`src/rtl/mole_button_frontend.sv`:
```
// mole_button_frontend: synchronizes, debounces and edge-detects the raw button pins.
// Optional stuck-button detection is enabled by defining BTN_STUCK_DETECT_EN.
module mole_button_frontend #(
    parameter int N_BTN           = 8,
    parameter int DEBOUNCE_CYCLES = 16,
    parameter int STUCK_CYCLES    = 1000
) (
    input  logic             clk,
    input  logic             rst,
    input  logic             ena,
    input  logic [N_BTN-1:0] btn_raw,
    output logic [N_BTN-1:0] btn_level,
    output logic [N_BTN-1:0] btn_press,
    output logic [N_BTN-1:0] btn_release,
    output logic             any_press,
    output logic [N_BTN-1:0] btn_stuck
);
    localparam int CW = $clog2(DEBOUNCE_CYCLES + 1);

    logic [N_BTN-1:0] sync1_q, sync1_d;
    logic [N_BTN-1:0] sync2_q, sync2_d;
    logic [N_BTN-1:0] stable_q, stable_d;
    logic [N_BTN-1:0] press_q, press_d;
    logic [N_BTN-1:0] release_q, release_d;
    logic             any_q, any_d;
    logic [CW-1:0]    cnt_q [N_BTN];
    logic [CW-1:0]    cnt_d [N_BTN];
    logic [N_BTN-1:0] stuck_gate;

`ifdef BTN_STUCK_DETECT_EN
    localparam int HW = $clog2(STUCK_CYCLES + 1);

    logic [HW-1:0]    hold_q [N_BTN];
    logic [HW-1:0]    hold_d [N_BTN];
    logic [N_BTN-1:0] stuck_q, stuck_d;
    logic [N_BTN-1:0] level_q, level_d;

    // Hold counters run while the debounced level stays high; a falling level clears them.
    always_comb begin
        for (int i = 0; i < N_BTN; i++) begin
            hold_d[i] = '0;
            if (stable_q[i] && stable_d[i])
                hold_d[i] = (hold_q[i] == HW'(STUCK_CYCLES)) ? hold_q[i] : hold_q[i] + 1'b1;
            stuck_d[i] = stable_q[i] && stable_d[i] && (stuck_q[i] || hold_d[i] == HW'(STUCK_CYCLES));
        end
        level_d = stable_d & ~stuck_d;
    end

    // Stuck-detection state; cleared by reset or a disabled tile.
    always_ff @(posedge clk) begin
        if (rst || !ena) begin
            hold_q  <= '{default: '0};
            stuck_q <= '0;
            level_q <= '0;
        end else begin
            hold_q  <= hold_d;
            stuck_q <= stuck_d;
            level_q <= level_d;
        end
    end

    assign stuck_gate = stuck_q;
    assign btn_level  = level_q;
    assign btn_stuck  = stuck_q;
`else
    assign stuck_gate = '0;
    assign btn_level  = stable_q;
    assign btn_stuck  = '0;
`endif

    // Synchronizer, per-bit debounce counters and registered edge pulses.
    always_comb begin
        sync1_d = btn_raw;
        sync2_d = sync1_q;
        for (int i = 0; i < N_BTN; i++) begin
            stable_d[i] = stable_q[i];
            cnt_d[i]    = '0;
            if (sync2_q[i] != stable_q[i]) begin
                if (cnt_q[i] == CW'(DEBOUNCE_CYCLES - 1))
                    stable_d[i] = sync2_q[i];
                else
                    cnt_d[i] = cnt_q[i] + 1'b1;
            end
        end
        press_d   = stable_d & ~stable_q;
        release_d = ~stable_d & stable_q & ~stuck_gate;
        any_d     = |press_d;
    end

    // Core state; reset and ena=0 both clear everything without producing pulses.
    always_ff @(posedge clk) begin
        if (rst || !ena) begin
            sync1_q   <= '0;
            sync2_q   <= '0;
            stable_q  <= '0;
            cnt_q     <= '{default: '0};
            press_q   <= '0;
            release_q <= '0;
            any_q     <= 1'b0;
        end else begin
            sync1_q   <= sync1_d;
            sync2_q   <= sync2_d;
            stable_q  <= stable_d;
            cnt_q     <= cnt_d;
            press_q   <= press_d;
            release_q <= release_d;
            any_q     <= any_d;
        end
    end

    assign btn_press   = press_q;
    assign btn_release = release_q;
    assign any_press   = any_q;
endmodule

```
`config.mk`:
```
export PLATFORM = sky130hd
export DESIGN_NAME = mole_button_frontend
export DESIGN_NICKNAME = d
export VERILOG_FILES = /design/src/rtl/mole_button_frontend.sv
export SDC_FILE = /design/constraint.sdc
export NUM_CORES = 1
export LEC_CHECK = 0
export BUFFER_PORTS_ARGS = -buffer_cell sky130_fd_sc_hd__clkbuf_2
export CORE_MARGIN = 2
export CORE_UTILIZATION = 42
export DETAILED_ROUTE_END_ITERATION = 12
export HOLD_SLACK_MARGIN = 0.15
export PLACE_DENSITY = 0.72
export SYNTH_ARGS = -nofsm -noshare
export SYNTH_HDL_FRONTEND = slang
export SYNTH_SLANG_ARGS = --single-unit
```
`constraint.sdc`:
```
create_clock -name clk -period 3.9 [get_ports clk]
set_input_delay 0.39 -clock clk [delete_from_list [all_inputs] [get_ports clk]]
set_output_delay 0.39 -clock clk [all_outputs]
set_load 0.1 [all_outputs]
```
==> flow_summary.ini <==
[critical_path]
crit_arrival_ns = 1.31
crit_path_top_delay_cell = clkbuf_2
cp_cell_sequence = clkbuf_2
worst_setup_path_end_kind = output pin
path_class = flop to output pin
cp-start-kind = flop
timing.rr.end = cnt_q[29]$_SDFF_PP0_
crit_family = buffers and inverters
reg2reg_depth = 5
cp_max_fo = 6
critPathMaxStageDelay_ns = 0.51
worst-path-buf-inv = 1
cp.required_ns = 3.51
regToRegSetupSlack_ns = 2.25
reg2reg_from = cnt_q[25]$_SDFF_PP0_

[sta]
rsz0062_at_grt = no
relSlewSlack_pct = 63.5
hold_ws_ns = 0.245
drv_slew = 0
min_period_ns = 1.70
setup-tns-final_ns = 0
hold_violations = 0
fin_crit_sh_pct = 43.6
tightestPinTransition_ns = 0.550
fmax_mhz = 589
worst_clock_skew_ns = 0.00652
finalSetupViolCount = 0

[cells_and_area]
fin_nets = 352
final_util_pct = 49.4
final_cells = 409
syn2layout_area_growth_pct = 14.9
layout-drive-gt1-share_pct = 17.3
antenna_cells = 0

[place]
gp_congestion = 0.715
dp.cells = 394
dpl.hpwl_mm = 3.13
portBuffers = 35

[floorplan]
start_util_pct = 43.0
core_area_um2 = 6760
design.die.area_um2 = 7600
die_h_um = 87.2
rows = 30
die_w_um = 87.2
pin_count = 44

[power_and_ir_drop]
cellLeakagePower_nw = 1.34
power_mw = 1.52
vdd.ir_drop.worst_v = 0.000198
power_density_nw_per_um2 = 455

[clocking]
numCtsBuffers = 9
clkTransAtPathRegs_ns = 0.08
clockBufferDepth = 2
cts_tree = yes
cts_root_buffer = clkbuf_8
clkLatencyLatePin_ns = 0.34
htreeDepth = 3
clkSinkCount = 81
ctsHoldBuffers = 0
post_cts_buffers = 0
cts_resized = 0

[route]
route.detailed.wl_per_inst_um = 10.6
routed_wl_mm = 4.35
dr.first_iter.drc_count = 57
dr.pass1.iters = 4
ant_nets = 0
drc_errors = 0
via_per_inst = 4.61
vias = 1887

[logic_synthesis]
yosys.cell_types.count = 27
synthArstFlopShare_pct = 0
syn_avg_cell_area_um2 = 10.2
synth-warning-count = 0
synth_seq_area_share_pct = 55.8
synth_edf_count = 0
syn-cell-area_um2 = 2900
synth_ff_type = dfxtp_1
ys_seq_elements = 81
postSynthCellCount = 284

[grt]
grt_max_degree = 31
grt-ovfl-total = 0
gr-usage-all-layers_pct = 13.3
grt_pass1_wl_mm = 7.67
grt_pass1_vias = 1751
antenna_found_initial = 0

[run]
maxCapViolations = 0

[outcome]
status = complete, no violations

[min_path]
hold_depth = 2
hp-class = input port to flop
hold_path_startpoint = btn_raw[7]
hold_end = sync1_q[7]$_SDFF_PP0_
==> report_power, final <==
group / internal [mW] / switching, mW
clock: 0.361 / 0.271
sequential: 0.832 / 0.00234
combinational: 0.00870 / 0.0438
==> routing by layer <==
layer / part of all wire (%) / vias to the layer above / GRT usage (%)
li1: - / 979 / -
met1: 46 / 865 / 16.1
met2: 46 / 32 / 20.1
met3: 4.5 / 11 / 4.17
met4: 3.2 / 0 / 9.37
met5: 0 / - / 0
==> kinds of logic after synthesis <==
kind of cell               count (synthesis)  share of synthesized area [%]
DFF                                       81                           55.8
AOI/OAI and AO/OA                          7                           1.42
xor gates and xnor gates                  24                           7.24
and+or+nand+nor                          123                           22.2
muxes                                      4                           1.38
adders and majority gates                 16                           6.89
other                                      1                          0.129
buffers and inverters                     28                           4.91
==> cell usage after synthesis (6+ instances only) <==
| master | count | area (µm²) |
|---|---|---|
| or3_4 | 6 | 67.6 |
| dfxtp_1 | 81 | 1620 |
| nand2_1 | 12 | 45.0 |
| xor2_1 | 8 | 70.1 |
| buf_4 | 8 | 60.1 |
| xnor2_1 | 16 | 140 |
| nand3_1 | 8 | 40.0 |
| inv_1 | 16 | 60.1 |
| ha_1 | 16 | 200 |
| and3_1 | 8 | 50.1 |
| and2_1 | 16 | 100 |
| nor2_1 | 47 | 176 |
| nor3_1 | 11 | 55.1 |
==> placed cells by master (no fill, tap or decap), drive strengths merged <==
cell     n
bufinv   1
nor2    47
and2    16
conb     8
nor3b    2
or3      8
nand4    1
nand2   12
clkbuf  48
dfxtp   81
a21oi    4
inv     16
nor3    11
xor2     8
o22ai    2
and3     8
nand3    8
nand3b   4
nand2b   5
clkinv   1
ha      16
and2b    1
o31a     1
xnor2   16
mux2i    4
==> through the flow <==
stage               setup slack [ns]  cell area, µm²
detailed placement              2.29            3120
global placement                2.34            3120
global route                    2.14            3340
floorplan                       2.18            2930
CTS                             2.19            3340
finish                          2.20            3340
==> flip-flops by register name (all words and copies together) (netlist names) <==
register / flops
btn_release: 8
cnt_q: 40
any_press: 1
btn_press: 8
sync1_q: 8
sync2_q: 8
btn_level: 8
==> final cells by class <==
class / instances / area (µm²)
Multi-Input combinational cell: 182 / 1170
Clock inverter: 2 / 35.0
Sequential cell: 81 / 1620
Timing Repair Buffer: 35 / 175
Inverter: 16 / 60.1
Tap cell: 80 / 100
Fill cell: 636 / 3420
Clock buffer: 13 / 179
==> worst max-delay path by stage <==
stage,depth (start not counted),start,end,slack [ns]
CTS,1,btn_level[6]$_SDFF_PP0_,btn_level[6],2.19
detailed placement,5,cnt_q[25]$_SDFF_PP0_,cnt_q[29]$_SDFF_PP0_,2.29
global route,1,btn_level[3]$_SDFF_PP0_,btn_level[3],2.14
global placement,6,cnt_q[0]$_SDFF_PP0_,any_press$_SDFF_PP0_,2.34
finish,1,btn_level[3]$_SDFF_PP0_,btn_level[3],2.20
floorplan,3,btn_level[3]$_SDFF_PP0_,cnt_q[22]$_SDFF_PP0_,2.18
Power figures use the tool's default switching activity.
